==> src/rtl/bottling_ctrl.sv <==
// bottling_ctrl: pill-bottling sequencer with BCD pill/bottle counters,
// hopper-starvation and conveyor supervision, resume and emergency stop.
//   clk_1khz       system clock
//   switch_clr     async active-high reset
//   start          pulse: latch targets, begin batch (SETTING only)
//   resume         pulse: leave ERROR
//   ack            pulse: leave DONE/FATAL
//   emergency_stop level: force FATAL from RUNNING/SWITCHING/ERROR
//   hopper_level   raw pill sensor, rising edge = one pill
//   conveyor_ok    level, 1 = conveyor moving
//   target_pills   BCD pills per bottle
//   target_bottles BCD bottles per batch
//   state          0 SETTING 1 RUNNING 2 SWITCHING 3 DONE 4 ERROR 5 FATAL
//   now_pills      BCD pills in current bottle
//   now_bottles    BCD completed bottles
//   fault_code     0 none 1 starve 2 conveyor 3 overfill 4 emergency
//   hopper_gate    1 only in RUNNING
//   beep_mode      0 off 1 continuous 2 2Hz 3 4Hz
module bottling_ctrl #(
    parameter int PILL_DIGITS   = 3,
    parameter int BOTTLE_DIGITS = 2,
    parameter int TICKS_PER_SEC = 1000,
    parameter int SWITCH_SEC    = 2,
    parameter int HOPPER_SEC    = 4
) (
    input  logic                       clk_1khz,
    input  logic                       switch_clr,
    input  logic                       start,
    input  logic                       resume,
    input  logic                       ack,
    input  logic                       emergency_stop,
    input  logic                       hopper_level,
    input  logic                       conveyor_ok,
    input  logic [4*PILL_DIGITS-1:0]   target_pills,
    input  logic [4*BOTTLE_DIGITS-1:0] target_bottles,
    output logic [2:0]                 state,
    output logic [4*PILL_DIGITS-1:0]   now_pills,
    output logic [4*BOTTLE_DIGITS-1:0] now_bottles,
    output logic [2:0]                 fault_code,
    output logic                       hopper_gate,
    output logic [1:0]                 beep_mode
);
    localparam int PW       = 4*PILL_DIGITS;
    localparam int BW       = 4*BOTTLE_DIGITS;
    localparam int HOP_LOAD = HOPPER_SEC*TICKS_PER_SEC - 1;
    localparam int SW_LOAD  = SWITCH_SEC*TICKS_PER_SEC - 1;
    localparam int HW       = $clog2(HOP_LOAD) + 1;
    localparam int SWW      = $clog2(SW_LOAD) + 1;
    localparam logic [HW-1:0]  HOP_LD = HW'(HOP_LOAD);
    localparam logic [SWW-1:0] SW_LD  = SWW'(SW_LOAD);
    localparam logic [2:0] F_NONE = 3'd0, F_STARVE = 3'd1, F_CONV = 3'd2, F_OVER = 3'd3, F_EMERG = 3'd4;

    typedef enum logic [2:0] {
        S_SETTING   = 3'd0,
        S_RUNNING   = 3'd1,
        S_SWITCHING = 3'd2,
        S_DONE      = 3'd3,
        S_ERROR     = 3'd4,
        S_FATAL     = 3'd5
    } state_t;

    state_t          r_state, w_state;
    logic [PW-1:0]   r_pills, w_pills, r_tgt_p, w_tgt_p, w_np;
    logic [BW-1:0]   r_bottles, w_bottles, r_tgt_b, w_tgt_b, w_nb;
    logic [2:0]      r_fault, w_fault;
    logic [HW-1:0]   r_hop_tmr, w_hop_tmr;
    logic [SWW-1:0]  r_sw_tmr, w_sw_tmr;
    logic            r_overfill, w_overfill, w_of;
    logic            r_hop_sync, r_hop_prev, w_pill, w_tgt_ok;
    logic            r_gate;
    logic [1:0]      r_beep, w_beep;

    function automatic logic [PW-1:0] inc_p(input logic [PW-1:0] v);
        logic c;
        inc_p = v;
        c = 1'b1;
        for (int i = 0; i < PILL_DIGITS; i++) begin
            if (c) begin
                inc_p[4*i+:4] = (v[4*i+:4] == 4'd9) ? 4'd0 : v[4*i+:4] + 4'd1;
                c = (v[4*i+:4] == 4'd9);
            end
        end
    endfunction

    function automatic logic [BW-1:0] inc_b(input logic [BW-1:0] v);
        logic c;
        inc_b = v;
        c = 1'b1;
        for (int i = 0; i < BOTTLE_DIGITS; i++) begin
            if (c) begin
                inc_b[4*i+:4] = (v[4*i+:4] == 4'd9) ? 4'd0 : v[4*i+:4] + 4'd1;
                c = (v[4*i+:4] == 4'd9);
            end
        end
    endfunction

    // The raw level is sampled once, then compared with the sample before it,
    // so a pill is counted one cycle after its rise is first sampled.
    assign w_pill = r_hop_sync & ~r_hop_prev;
    assign w_np   = inc_p(r_pills);
    assign w_nb   = inc_b(r_bottles);
    // A pill on the expiry cycle still counts as overfill.
    assign w_of   = r_overfill | w_pill;

    always_comb begin
        w_tgt_ok = (target_pills != '0) && (target_bottles != '0);
        for (int i = 0; i < PILL_DIGITS; i++)
            if (target_pills[4*i+:4] > 4'd9) w_tgt_ok = 1'b0;
        for (int i = 0; i < BOTTLE_DIGITS; i++)
            if (target_bottles[4*i+:4] > 4'd9) w_tgt_ok = 1'b0;
    end

    always_comb begin
        w_state    = r_state;
        w_pills    = r_pills;
        w_bottles  = r_bottles;
        w_fault    = r_fault;
        w_tgt_p    = r_tgt_p;
        w_tgt_b    = r_tgt_b;
        w_overfill = r_overfill;
        w_hop_tmr  = (r_hop_tmr != '0) ? r_hop_tmr - HW'(1) : '0;
        w_sw_tmr   = (r_sw_tmr != '0) ? r_sw_tmr - SWW'(1) : '0;
        case (r_state)
            S_SETTING: begin
                w_pills   = '0;
                w_bottles = '0;
                w_fault   = F_NONE;
                if (start && w_tgt_ok) begin
                    w_state   = S_RUNNING;
                    w_tgt_p   = target_pills;
                    w_tgt_b   = target_bottles;
                    w_hop_tmr = HOP_LD;
                end
            end
            S_RUNNING: begin
                if (emergency_stop) begin
                    w_state = S_FATAL;
                    w_fault = F_EMERG;
                end else if (w_pill) begin
                    w_pills   = w_np;
                    w_hop_tmr = HOP_LD;
                    if (w_np == r_tgt_p) begin
                        w_bottles  = w_nb;
                        w_state    = (w_nb == r_tgt_b) ? S_DONE : S_SWITCHING;
                        w_sw_tmr   = SW_LD;
                        w_overfill = 1'b0;
                    end
                end else if (r_hop_tmr == '0) begin
                    w_state = S_ERROR;
                    w_fault = F_STARVE;
                end
            end
            S_SWITCHING: begin
                if (emergency_stop) begin
                    w_state = S_FATAL;
                    w_fault = F_EMERG;
                end else begin
                    w_overfill = w_of;
                    if (r_sw_tmr == '0) begin
                        if (w_of) begin
                            w_state = S_FATAL;
                            w_fault = F_OVER;
                        end else if (conveyor_ok) begin
                            w_state   = S_RUNNING;
                            w_pills   = '0;
                            w_hop_tmr = HOP_LD;
                        end else begin
                            w_state = S_ERROR;
                            w_fault = F_CONV;
                        end
                    end
                end
            end
            S_ERROR: begin
                if (emergency_stop) begin
                    w_state = S_FATAL;
                    w_fault = F_EMERG;
                end else if (resume && (r_fault == F_STARVE || conveyor_ok)) begin
                    w_state   = S_RUNNING;
                    w_pills   = (r_fault == F_STARVE) ? r_pills : '0;
                    w_fault   = F_NONE;
                    w_hop_tmr = HOP_LD;
                end
            end
            S_DONE, S_FATAL: begin
                if (ack) begin
                    w_state   = S_SETTING;
                    w_pills   = '0;
                    w_bottles = '0;
                    w_fault   = F_NONE;
                end
            end
            default: w_state = S_SETTING;
        endcase
        w_beep = (w_state == S_FATAL) ? 2'd1 :
                 (w_state == S_DONE)  ? 2'd2 :
                 (w_state == S_ERROR) ? 2'd3 : 2'd0;
    end

    always_ff @(posedge clk_1khz or posedge switch_clr) begin
        if (switch_clr) begin
            r_state    <= S_SETTING;
            r_pills    <= '0;
            r_bottles  <= '0;
            r_fault    <= F_NONE;
            r_tgt_p    <= '0;
            r_tgt_b    <= '0;
            r_hop_tmr  <= '0;
            r_sw_tmr   <= '0;
            r_overfill <= 1'b0;
            r_hop_sync <= 1'b0;
            r_hop_prev <= 1'b0;
            r_gate     <= 1'b0;
            r_beep     <= 2'd0;
        end else begin
            r_state    <= w_state;
            r_pills    <= w_pills;
            r_bottles  <= w_bottles;
            r_fault    <= w_fault;
            r_tgt_p    <= w_tgt_p;
            r_tgt_b    <= w_tgt_b;
            r_hop_tmr  <= w_hop_tmr;
            r_sw_tmr   <= w_sw_tmr;
            r_overfill <= w_overfill;
            r_hop_sync <= hopper_level;
            r_hop_prev <= r_hop_sync;
            r_gate     <= (w_state == S_RUNNING);
            r_beep     <= w_beep;
        end
    end

    assign state       = r_state;
    assign now_pills   = r_pills;
    assign now_bottles = r_bottles;
    assign fault_code  = r_fault;
    assign hopper_gate = r_gate;
    assign beep_mode   = r_beep;
endmodule

==> config.mk <==
export PLATFORM = sky130hd
export DESIGN_NAME = bottling_ctrl
export DESIGN_NICKNAME = d
export VERILOG_FILES = /design/src/rtl/bottling_ctrl.sv
export SDC_FILE = /design/constraint.sdc
export NUM_CORES = 1
export LEC_CHECK = 0
export ABC_AREA = 1
export CAP_MARGIN = 0
export CORE_ASPECT_RATIO = 1.4
export CORE_UTILIZATION = 45
export DETAILED_ROUTE_END_ITERATION = 7
export PLACE_DENSITY = 0.65
export SYNTH_ARGS = -nofsm -noshare
export SYNTH_HDL_FRONTEND = slang
export SYNTH_SLANG_ARGS = --single-unit
==> constraint.sdc <==
create_clock -name clk_1khz -period 3.4 [get_ports clk_1khz]
set_input_delay 0.68 -clock clk_1khz [delete_from_list [all_inputs] [get_ports clk_1khz]]
set_output_delay 0.68 -clock clk_1khz [all_outputs]
set_load 0.01 [all_outputs]
==> metrics.txt <==
# resized after CTS=0; routed vias=between 4,000 and 5,000; Worst-Margin Slew=between 0.7 and 0.8 ns; CP Launch Point=target_pills[9]; Post-DP HPWL=approximately 8600 um; Main synth FF type=dfrtp_1; Synth top area share=slightly above 40%; Syn. warnings=0; Slew HR=between 40% and 50%; I/O Pins=57; DR iter-0 viols=approximately 180; share of cells above drive strength 1=6.87%; Starting Density=about 47%; gpl congestion=approximately 0.94; reg2reg start=now_pills[5]$_DFFE_PP0P_; Net Count, Synth=approximately 670; Seq. cell area=around 1900 sq um; Tightest Hold Check Type=reg2reg; largest net degree at the start of global routing=just under 60; initial antenna violation count=0; crit-path max cell delay=between 0.4 and 0.5 ns; vias in the first global route=between 4,000 and 5,000; Mapped Area=4680 sq um; Mapped Cells=635; area leader, netlist=dfrtp_1; Final #Nets=~730; minimum clock period=2.67 ns; Area contributors post-synth=dfrtp_1 (41%), nand2_1 (14%), inv_1 (7.7%); crit-path cells=clkdlybuf4s50_1 -> o21ai_0 -> nand4_1 -> nor2_1 -> nand2_1 -> nor2_1 -> inv_1 -> o21ai_0; # setup viols final=0; clock sinks=a little under 80; final worst path period share=78.5%; min-delay src=r_hop_sync$_DFF_PP0_; core area=between 10,000 and 15,000 sq um; Congestion Overflow GR=0; CTS Buffer Depth=2; leak pwr=roughly 2.7 nW; GRT Total Usage=around 23%; Final ANT Viol Nets=0; Worst EP arrival=approximately 2.9 ns; DRC viols=0; H-tree levels=3; Fin Hold WS=0.379 ns; Layout area overhead=22.3%; IO buf count=56; Slew Viols, Final=0; first-pass GRT wire length=19,300 um; Syn Area/Cell=about 7.4 sq um; footprint of the multi-input gates=2310 sq um; synthesized flop and latch total=77; Final Skew=0.00814 ns; Critical Path Start Type=primary input; endpoint type of the worst setup path=register; Post-DP Area=~5400 sq um; vias per cell=around 5.2; Max VDD drop=a little under 0.0003 V; design area=about 5700 sq um; final hold viol count=0; TritonCTS buffer count=9; Max Fanout on Critical Path=20; maxcap violations=0; clock root buffer=clkbuf_16; dpl cells=a little over 800; CTS Hold Bufs=0; Final Non-Filler Cells=around 830; Slowest cell on crit path=clkdlybuf4s50_1; Critical Path RT=~3.6 ns; Fmax=roughly 370 MHz; Die ar.=10,800 sq um; 1st-pass router iterations=6; RSZ-0062 raised after global routing=no; Crit Path Category=in2reg; Clock transition at path regs=~0.06 ns; Distinct cells, synth=38; later-pin clock latency in the skew report=0.33 ns; Rows=43; TritonCTS clock tree=done; Die Width=88.2 um; status=finished, final reports clean; setup TNS=0 ns; post-synthesis sequential area ratio=about 40%; number of fill cells=987; Chip Height=~120 um; final wirelength=around 11,000 um; ys async rst share=100%; postcts setup bufs=0; Pwr Density=651 nW/um^2; routed len/inst=13.6 um; EDFF count, synth=0; n_diodes=0
==> cells in the mapped netlist (4+ instances only) <==
| cell | number |
|---|---|
| a21oi_1 | 9 |
| clkbuf_1 | 8 |
| dfrtp_1 | 77 |
| ha_1 | 8 |
| inv_1 | 96 |
| inv_2 | 4 |
| nand2_1 | 169 |
| nand3_1 | 46 |
| nand3b_1 | 5 |
| nand4_1 | 15 |
| nor2_1 | 57 |
| nor3_1 | 11 |
| nor4_1 | 8 |
| o21ai_0 | 46 |
| o221ai_1 | 4 |
| o22ai_1 | 11 |
| o31ai_1 | 4 |
| xnor2_1 | 9 |
| xor2_1 | 13 |
==> metal layers <==
layer	track usage (%)	vias up	part of all wire (%)
met5	0	-	0
met4	9.78	0	2.5
met3	4.10	19	3.5
met2	41.3	91	52
met1	26.6	2022	42
li1	-	2184	-
==> placed cells by master (no fill, tap or decap), drive strengths merged, types with 5 or more instances in the layout <==
cell             n
nor3            14
xnor2            9
nor2            61
nor4             9
xor2            13
ha               8
nand4           15
o21ai           50
nand2          173
clkbuf          11
buf              6
a21oi            9
o22ai           11
inv            100
nand3b           5
dfrtp           77
clkdlybuf4s50   56
nand3           50
==> metrics by stage <==
| stage | util, % | setup slack (ns) | total power [mW] |
|---|---|---|---|
| finish | 57.2 | 0.733 | 3.73 |
| global route | 57.2 | 0.555 | 4.00 |
| CTS | 57.2 | 0.773 | 3.75 |
| detailed placement | 54.0 | 0.440 | 2.70 |
| global placement | 54.0 | 0.502 | 2.68 |
| floorplan | - | 0.753 | 2.30 |
==> registers in the layout, summed over array words and instances, names as in the netlist <==
register / flops
hopper_gate: 1
state: 3
r_overfill: 1
now_pills: 12
r_tgt_b: 8
r_tgt_p: 12
r_hop_sync: 1
now_bottles: 8
r_hop_tmr: 13
beep_mode: 2
fault_code: 3
r_sw_tmr: 12
r_hop_prev: 1
==> layout make-up <==
cell class / instances / share of cell area, %
clock buffers: 11 / 4.24
clock inverters: 4 / 1.27
inverters: 100 / 6.56
multi-input cells: 445 / 40.5
flip-flops and latches: 77 / 33.7
well taps: 135 / 2.95
repair buffers: 62 / 10.8
==> worst max-delay path: cells and delay by family <==
kind / cells / cell delay (ns)
compound gates: 2 / 0.64
simple gates: 4 / 0.70
buf+inv: 2 / 0.87
==> worst paths after layout <==
check	end	slack, ns	cells past startpoint
setup / recovery	r_tgt_b[3]$_DFFE_PP0P_	0.73	8
hold / removal	r_hop_prev$_DFF_PP0_	0.38	0
setup reg to reg	now_bottles[5]$_DFFE_PP0P_	0.86	14
hold reg to reg	r_hop_prev$_DFF_PP0_	0.38	0
max in group asynchronous	r_sw_tmr[4]$_DFF_PP0_	2.05	3
min in group asynchronous	now_pills[5]$_DFFE_PP0P_	0.69	2
==> logic make-up after synthesis <==
logic type	share of synthesized area, %
and+or+nand+nor	32.2
buffers and inverters	9.47
AOI/OAI and AO/OA	10.6
DFF	41.2
xor gates and xnor gates	4.12
adders and majority gates	2.14
muxes	0.214
==> report_power, final <==
group	total [mW]	switching, mW	internal (mW)	leakage [nW]
Sequential	1.39	0.218	1.18	0.949
Clock	1.02	0.366	0.658	0.152
Combinational	1.31	0.764	0.545	1.62
No activity file was read; power rests on OpenSTA's default activity.
